$ cat config.mk
export PLATFORM = sky130hd
export DESIGN_NAME = dircc_send_scheduler_flat
export DESIGN_NICKNAME = d
export VERILOG_FILES = /design/src/rtl/dircc_send_scheduler_if.sv /design/src/rtl/dircc_send_scheduler.sv /design/src/flat_wrapper.sv
export SDC_FILE = /design/constraint.sdc
export NUM_CORES = 1
export LEC_CHECK = 0
export CAP_MARGIN = 15
export CORE_AREA = 2 2 93 185
export CTS_CLUSTER_SIZE = 8
export DETAILED_ROUTE_END_ITERATION = 8
export DIE_AREA = 0 0 95 187
export PLACE_DENSITY = 0.75
export SYNTH_ARGS = -nofsm -noshare
export SYNTH_HDL_FRONTEND = slang
export SYNTH_SLANG_ARGS = --single-unit
$ cat constraint.sdc
create_clock -name clk -period 6.1 [get_ports clk]
set_clock_uncertainty 0.1 [all_clocks]
set_input_delay 1.525 -clock clk [delete_from_list [all_inputs] [get_ports clk]]
set_output_delay 1.525 -clock clk [all_outputs]
set_load 0.01 [all_outputs]
$ cat src/rtl/dircc_send_scheduler_if.sv
// Message channel from the send scheduler toward the network interface.
// The master drives a message and holds it until the slave accepts it.
interface dircc_send_scheduler_if #(
  parameter int PAYLOAD_WIDTH = 64
);
  logic                     tx_valid;
  logic                     tx_ready;
  logic [4:0]               tx_port;
  logic [PAYLOAD_WIDTH-1:0] tx_data;

  modport master (
    output tx_valid,
    output tx_port,
    output tx_data,
    input  tx_ready
  );

  modport slave (
    input  tx_valid,
    input  tx_port,
    input  tx_data,
    output tx_ready
  );
endinterface

$ cat src/rtl/dircc_send_scheduler.sv
// Round-robin send scheduler: picks the next port with a pending message,
// fetches its payload, presents it on the tx channel and holds off for a
// fixed number of cycles after every send so device state can settle.
// Optional send watchdog: define DIRCC_SEND_TIMEOUT_EN to abandon a message
// that is not accepted within TIMEOUT_CYCLES cycles (sticky timeout_err).
//
// state     | meaning
// S_IDLE    | waiting for any rts_ready bit; grant loads port_sel
// S_SELECT  | dev_payload for port_sel is valid; capture it into tx regs
// S_SEND    | tx_valid high, message held until tx_ready
// S_HOLDOFF | post-send gap, rts_ready ignored until counter expires
module dircc_send_scheduler #(
  parameter int NUM_PORTS      = 4,
  parameter int PAYLOAD_WIDTH  = 64,
  parameter int HOLDOFF_CYCLES = 2,
  parameter int TIMEOUT_CYCLES = 1024
) (
  input  logic                     clk,
  input  logic                     reset_n,
  input  logic [31:0]              rts_ready,
  output logic [4:0]               port_sel,
  input  logic [PAYLOAD_WIDTH-1:0] dev_payload,
  dircc_send_scheduler_if.master   tx,
  output logic                     send_done,
  output logic [4:0]               send_done_port,
  output logic                     busy,
  output logic                     timeout_err
);

  typedef enum logic [1:0] {
    S_IDLE    = 2'd0,
    S_SELECT  = 2'd1,
    S_SEND    = 2'd2,
    S_HOLDOFF = 2'd3
  } state_t;

  state_t                   state_q, state_d;
  logic [4:0]               port_sel_q;
  logic [4:0]               tx_port_q;
  logic [PAYLOAD_WIDTH-1:0] tx_data_q;
  logic [4:0]               last_port_q;
  logic                     done_q;
  logic [4:0]               done_port_q;
  logic [3:0]               hold_cnt_q;
  logic                     timeout_q;

  logic                     grant_found;
  logic [4:0]               grant_idx;
  logic                     handshake;
  logic                     timeout_hit;
  logic                     unused_rts;

  // Bits at or above NUM_PORTS never take part in arbitration.
  assign unused_rts = ^rts_ready;

  // Out-of-range parameters leave this net undriven so lint flags it.
  if (NUM_PORTS < 1 || NUM_PORTS > 32 || HOLDOFF_CYCLES < 1 ||
      HOLDOFF_CYCLES > 15 || TIMEOUT_CYCLES < 1) begin : g_param_range_violated
    logic param_range_violated;
  end

  // Round-robin search starting just above the last port served.
  always_comb begin
    int sum;
    grant_found = 1'b0;
    grant_idx   = '0;
    sum         = 0;
    for (int i = 0; i < NUM_PORTS; i++) begin
      sum = int'(last_port_q) + 1 + i;
      if (sum >= NUM_PORTS) sum = sum - NUM_PORTS;
      if (!grant_found && rts_ready[sum[4:0]]) begin
        grant_found = 1'b1;
        grant_idx   = sum[4:0];
      end
    end
  end

  assign handshake = (state_q == S_SEND) && tx.tx_ready;

`ifdef DIRCC_SEND_TIMEOUT_EN
  localparam int TO_W = (TIMEOUT_CYCLES > 1) ? $clog2(TIMEOUT_CYCLES) : 1;
  logic [TO_W-1:0] to_cnt_q;

  assign timeout_hit = (state_q == S_SEND) && !tx.tx_ready && (to_cnt_q == '0);

  // Watchdog down-counter: armed on entry to SEND, terminal count aborts.
  always_ff @(posedge clk or negedge reset_n) begin
    if (!reset_n) begin
      to_cnt_q <= '0;
    end else if (state_q == S_SELECT) begin
      to_cnt_q <= TO_W'(TIMEOUT_CYCLES - 1);
    end else if (state_q == S_SEND && to_cnt_q != '0) begin
      to_cnt_q <= to_cnt_q - 1'b1;
    end
  end

  // Sticky error flag, cleared only by reset.
  always_ff @(posedge clk or negedge reset_n) begin
    if (!reset_n)         timeout_q <= 1'b0;
    else if (timeout_hit) timeout_q <= 1'b1;
  end
`else
  assign timeout_hit = 1'b0;
  assign timeout_q   = 1'b0;
`endif

  // State register.
  always_ff @(posedge clk or negedge reset_n) begin
    if (!reset_n) state_q <= S_IDLE;
    else          state_q <= state_d;
  end

  // Next-state logic.
  always_comb begin
    state_d = state_q;
    case (state_q)
      S_IDLE:    if (grant_found) state_d = S_SELECT;
      S_SELECT:  state_d = S_SEND;
      S_SEND:    if (handshake || timeout_hit) state_d = S_HOLDOFF;
      S_HOLDOFF: if (hold_cnt_q <= 4'd1) state_d = S_IDLE;
      default:   state_d = S_IDLE;
    endcase
  end

  // Outputs decoded from state.
  always_comb begin
    busy        = (state_q != S_IDLE);
    tx.tx_valid = (state_q == S_SEND);
  end

  // Grant, message capture, completion and holdoff datapath.
  always_ff @(posedge clk or negedge reset_n) begin
    if (!reset_n) begin
      port_sel_q  <= '0;
      tx_port_q   <= '0;
      tx_data_q   <= '0;
      last_port_q <= 5'(NUM_PORTS - 1);
      done_q      <= 1'b0;
      done_port_q <= '0;
      hold_cnt_q  <= '0;
    end else begin
      done_q <= 1'b0;
      case (state_q)
        S_IDLE: begin
          if (grant_found) port_sel_q <= grant_idx;
        end
        S_SELECT: begin
          tx_data_q <= dev_payload;
          tx_port_q <= port_sel_q;
        end
        S_SEND: begin
          if (handshake) begin
            done_q      <= 1'b1;
            done_port_q <= tx_port_q;
          end
          if (handshake || timeout_hit) begin
            last_port_q <= tx_port_q;
            hold_cnt_q  <= 4'(HOLDOFF_CYCLES);
          end
        end
        S_HOLDOFF: begin
          if (hold_cnt_q != '0) hold_cnt_q <= hold_cnt_q - 1'b1;
        end
        default: ;
      endcase
    end
  end

  assign port_sel       = port_sel_q;
  assign tx.tx_port     = tx_port_q;
  assign tx.tx_data     = tx_data_q;
  assign send_done      = done_q;
  assign send_done_port = done_port_q;
  assign timeout_err    = timeout_q;

endmodule

$ cat src/flat_wrapper.sv
// flat-port wrapper written by rule: the top's interface ports become plain ports
module dircc_send_scheduler_flat 
#(
  parameter int NUM_PORTS      = 4,
  parameter int PAYLOAD_WIDTH  = 64,
  parameter int HOLDOFF_CYCLES = 2,
  parameter int TIMEOUT_CYCLES = 1024
)
  (clk, reset_n, rts_ready, port_sel, dev_payload, send_done, send_done_port, busy, timeout_err, tx_tx_valid, tx_tx_port, tx_tx_data, tx_tx_ready);
  dircc_send_scheduler_if #(.PAYLOAD_WIDTH(PAYLOAD_WIDTH)) tx_i ();
  input  logic clk;
  input  logic reset_n;
  input  logic [31:0] rts_ready;
  output logic [4:0] port_sel;
  input  logic [PAYLOAD_WIDTH-1:0] dev_payload;
  output logic send_done;
  output logic [4:0] send_done_port;
  output logic busy;
  output logic timeout_err;
  output wire logic [$bits(tx_i.tx_valid)-1:0] tx_tx_valid;
  output wire logic [$bits(tx_i.tx_port)-1:0] tx_tx_port;
  output wire logic [$bits(tx_i.tx_data)-1:0] tx_tx_data;
  input wire logic [$bits(tx_i.tx_ready)-1:0] tx_tx_ready;
  assign tx_tx_valid = tx_i.tx_valid;
  assign tx_tx_port = tx_i.tx_port;
  assign tx_tx_data = tx_i.tx_data;
  assign tx_i.tx_ready = tx_tx_ready;
  dircc_send_scheduler #(.NUM_PORTS(NUM_PORTS), .PAYLOAD_WIDTH(PAYLOAD_WIDTH), .HOLDOFF_CYCLES(HOLDOFF_CYCLES), .TIMEOUT_CYCLES(TIMEOUT_CYCLES)) u_core (.clk(clk), .reset_n(reset_n), .rts_ready(rts_ready), .port_sel(port_sel), .dev_payload(dev_payload), .tx(tx_i), .send_done(send_done), .send_done_port(send_done_port), .busy(busy), .timeout_err(timeout_err));
endmodule
Yosys cells after proc, flatten, opt, wreduce, memory -nomap -nowiden. Cells that the tools add are included.

Register bits after elaboration: 91. Input port bits: 99. Output and inout port bits: 83. Logic and storage cells: 77.

$add $sub $neg: 9. $lt $le $gt $ge: 9. Equality and inequality tests: 7. Muxes and demuxes: 29. Reduce and logical (&&, ||, !) cells: 15.

Operator list (count): greater-or-equal comparator 32 x 4 -> 1 bit (second input constant) (3); two-way mux 5 bit (8); < comparator 5 x 6 -> 1 bit (second input constant) (4); binary-select mux 1 bit (select 5 bit) (4); subtractor 5 x 4 -> 5 bit (second input constant) (4); adder 6 x 2 -> 7 bit (second input constant) (2); two-way mux 1 bit (10); two-way mux 4 bit (2); inequality test 2 x 1 -> 1 bit (second input constant) (4); case mux 2 bit (4 select lines) (1); case mux 4 bit (2 select lines) (1); adder 6 x 1 -> 7 bit (second input constant) (1); adder 5 x 1 -> 6 bit (second input constant) (1); greater-or-equal comparator 6 x 3 -> 1 bit (second input constant) (1); two-way mux 2 bit (3); AND reduction 3 bit (2); == test 2 bit (second input constant) (2); less-or-equal comparator 4 x 1 -> 1 bit (second input constant) (1); logical AND 1 bit (4); AND reduction 2 bit (2); nonzero test 2 bit (2); nonzero test 4 bit (1); subtractor 4 x 1 -> 4 bit (second input constant) (1); zero test 1 bit (3); 2 further kinds (2).

Depth between registers and ports, before layout.
Depth after elaboration: 17. Depth in mapped cells: 20. Mapped depth without buffers: 15.

Worst setup path after synthesis. OpenSTA, ideal clock, no wires.

Path kind: register to register. Start point: register u_core.last_port_q[1]. End point: register u_core.state_q[1]. Library setup time: 0.128 ns. Arrival time: 4.589 ns. Required time: 5.872 ns. Setup slack: 1.283 ns. Cell stages (with the launch flop): 21. Buffers on the path: 5. Clock period less this slack: 4.817 ns. Cell sequence: dfstp_2 > clkbuf_1 > inv_1 > ha_1 > buf_2 > buf_4 > buf_2 > nand4b_1 > o31a_1 > nor2b_1 > xnor2_1 > ha_1 > clkbuf_1 > mux4_2 > nor2_1 > o22ai_1 > o2bb2ai_1 > o221ai_1 > nor2_1 > o31ai_2 > mux2_1.

Word-level cells in the longest chain between the ends: 17. Elaborated cells between the ends (all ways): 36. Classes of those cells: add/sub (8); order compare (4); eq/ne (1); mux (16); reduce/logical (7).

Ends and longest elaborated chain: from (decl) (line dircc_send_scheduler.sv:41) `logic [4:0] last_port_q;`; from (signal assigned) (line dircc_send_scheduler.sv:137) `last_port_q <= 5'(NUM_PORTS - 1);`; from (signal assigned) (line dircc_send_scheduler.sv:157) `last_port_q <= tx_port_q;`; adder 5 x 1 -> 6 bit (*) (line dircc_send_scheduler.sv:69) `sum = int'(last_port_q) + 1 + i;`; branches (longest 13 deep; another with greater-or-equal comparator 32 x 4 -> 1 bit); two-way mux 1 bit (*) (line dircc_send_scheduler.sv:71) `if (!grant_found && rts_ready[sum[4:0]]) begin`; inequality test 2 x 1 -> 1 bit (no source line) (*); AND reduction 3 bit (no source line) (*); to (signal assigned) (line dircc_send_scheduler.sv:110) `else state_q <= state_d;`; to (decl) (line dircc_send_scheduler.sv:37) `state_t state_q, state_d;`.

Mark *: on every way between the ends. The select of a mux whose other input is x is not followed. A chain may end at the register's enable or synchronous reset.

Worst setup path in the final report. Ends and elaborated chain as after synthesis.

==> out/metrics.csv <==
metric,value,unit
period_minus_slack,5.20,ns
fin_cells,885,
postCtsHoldBufs,0,
netlist.area_leader.share,36.0,%
synth_area_per_cell,11.6,um^2
ys_seq_area_share,36.9,%
synthToLayoutAreaGrowth,37.1,%
drive_gt1_share,20.9,%
setup_ws,0.902,ns
synth_seq_cells,88,
fillers,1475,
root_buffer,clkbuf_16,
drt-pass1-iter-count,5,
cts_buffers,9,
placed_cells,868,
ioPinCount,182,
dieArea,17800,um^2
setup-tns-final,0,ns
dp_slack,0.949,ns
drtIter0Drc,331,
fin_util,49.6,%
cts_resized,0,
syn_inst,515,
finalHoldViolations,0,
grt_usage,17.4,%
criticalPathCategory,flip-flop to flip-flop,
clk_latency,0.33,ns
die_h,187,um
routed_wl,15600,um
report.final.slew_viol_count,0,
antenna_found_initial,0,
clk_pin_slew,0.07,ns
wl_per_cell,17.6,um
synthMostInstantiatedCell,dfrtp_1,
end_kind,flip-flop,
yosysTopAreaCell,dfrtp_1,
startpoint_type,flip-flop,
r2r_cells,14,
portBuffers,180,
post-cts-setup-buffer-count,0,
antenna_left,0,
drc,0,
required,6.21,ns
power_density,712,nW/um^2
p_leak,3.29,nW
placed_cell_area,7860,um^2
synth_edf_count,0,
place.gp.congestion,0.951,
slew_headroom,39.8,%
rsz0062_at_grt,no,
fp.dieW,95,um
status,completed,
synthTopCellsByCount,"dfrtp_1, mux2_2, mux2i_1, nand2_1, nor2_1",
cts_tree,yes,
reg2reg_slack,0.90,ns
cp_max_fo,18,
setup_violations,0,
synth_nets,634,
rows,67,
core-area,16500,um^2
h-tree-depth,3,
maxCapViolations,0,
hold_depth,1,
synth.distinct_cells,75,
grt_max_degree,89,
route.vias.total,4870,
grt_pass1_vias,4775,
cts_sinks,88,
post-route-cell-area,8200,um^2
globalRouteOverflowTotal,0,
start_util,36.2,%
hpwl,11700,um
syn_area,5980,um^2
clk_path_buf_depth,2,
timing.final.crit_share,85.2,%
ir_worst_vdd,460,uV
yosys_warnings,0,
antenna_cells,0,
fmax,192,MHz
hp-class,flip-flop to flip-flop,
synth_area_leaders,"dfrtp_1, mux2_2, mux4_2, mux2i_1, ha_1",
synthFlopType,dfrtp_1,
grt_pass1_wl,24500,um
worst_pin_slew,0.903,ns
routed_via_density,5.50,
nets,792,
arrival,5.31,ns
async_flop_share,100,%
## metal layers
layer,vias up,global-route usage [%],wire length [um]
met5,-,0,0
met4,0,5.18,342
met3,27,4.35,1140
met2,228,28.8,7690
met1,2363,22.3,6380
li1,2252,-,-
## registers in the layout, indices dropped and copies added, names as in the netlist
register	flops
u_core.state_q	2
u_core.send_done	1
u_core.tx.tx_data	64
u_core.port_sel	5
u_core.send_done_port	5
u_core.hold_cnt_q	4
u_core.tx.tx_port	5
u_core.last_port_q	2
## power by group
group          switching, mW  internal [mW]
clock network          0.238          0.335
logic                   2.04           2.12
registers              0.216          0.891
## critical path, stage by stage (launching register included)
cell      delay, ns
dfstp_2        0.70
ha_1           0.20
buf_4          0.23
xor2_4         0.29
ha_1           0.35
xnor3_1        0.43
ha_1           0.45
mux4_2         0.34
mux4_2         0.50
o211ai_1       0.13
o211ai_1       0.26
nand2b_1       0.24
or2_4          0.27
o31ai_2        0.24
mux2_1         0.34
## path summary, 6_finish.rpt
check                                              start                        to
worst max-delay path               u_core.last_port_q[1]         u_core.state_q[1]
worst min-delay path            u_core.send_done_port[0]  u_core.send_done_port[0]
worst max register to register     u_core.last_port_q[1]         u_core.state_q[1]
worst min register to register  u_core.send_done_port[0]  u_core.send_done_port[0]
max in group asynchronous                        reset_n     u_core.tx.tx_data[28]
min in group asynchronous                        reset_n     u_core.tx.tx_data[21]
## through the flow
| stage | hold WS, ns | total power [mW] |
|---|---|---|
| global placement | 0.366 | 5.15 |
| finish | 0.394 | 5.84 |
| global route | 0.415 | 6.29 |
| CTS | 0.395 | 5.85 |
| detailed placement | 0.378 | 5.25 |
| floorplan | 0.393 | 4.02 |
## logic make-up (layout without fill, tap and decap cells)
logic type      Yosys count  after routing  synth area share, %
mux                     136            136                 29.2
flops                    88             88                 36.9
xor+xnor                 18             18                 4.04
compound gates           96             96                 12.1
fa+ha+maj                20             20                 4.19
simple gates             98             98                 8.66
buf+inv                  58            221                 4.86
other cells               1              1               0.0627
## layout by cell type (no fill, tap or decap), types with 3 or more instances in the layout
cell             instances
a211oi_1                 6
a21o_1                   7
a21oi_1                 17
a221oi_1                 6
a22o_1                   3
a32oi_1                  5
and2_1                   4
and3_1                   5
buf_4                    6
clkbuf_16                9
clkdlybuf4s50_1        179
dfrtp_1                 86
ha_1                    19
inv_1                   18
mux2_2                  83
mux2i_1                 30
mux4_1                   3
mux4_2                  18
nand2_1                 24
nand2b_1                 5
nand3_1                  4
nand3b_1                 3
nand4_1                  3
nor2_1                  23
nor2b_1                  3
nor3_1                   6
o211ai_1                 5
o21a_1                   3
o21ai_0                 13
o311ai_0                 3
or2_2                    4
or3_1                    3
xnor2_1                 10
## cell type report
cell class,count,area (um^2),area share (%)
Tap cell,207,259,3.16
Multi-Input combinational cell,369,3490,42.5
Sequential cell,88,2200,26.9
Inverter,19,71.3,0.870
Clock inverter,6,75.1,0.916
Timing Repair Buffer,186,1860,22.7
Clock buffer,10,239,2.91
Power figures use the tool's default switching activity.
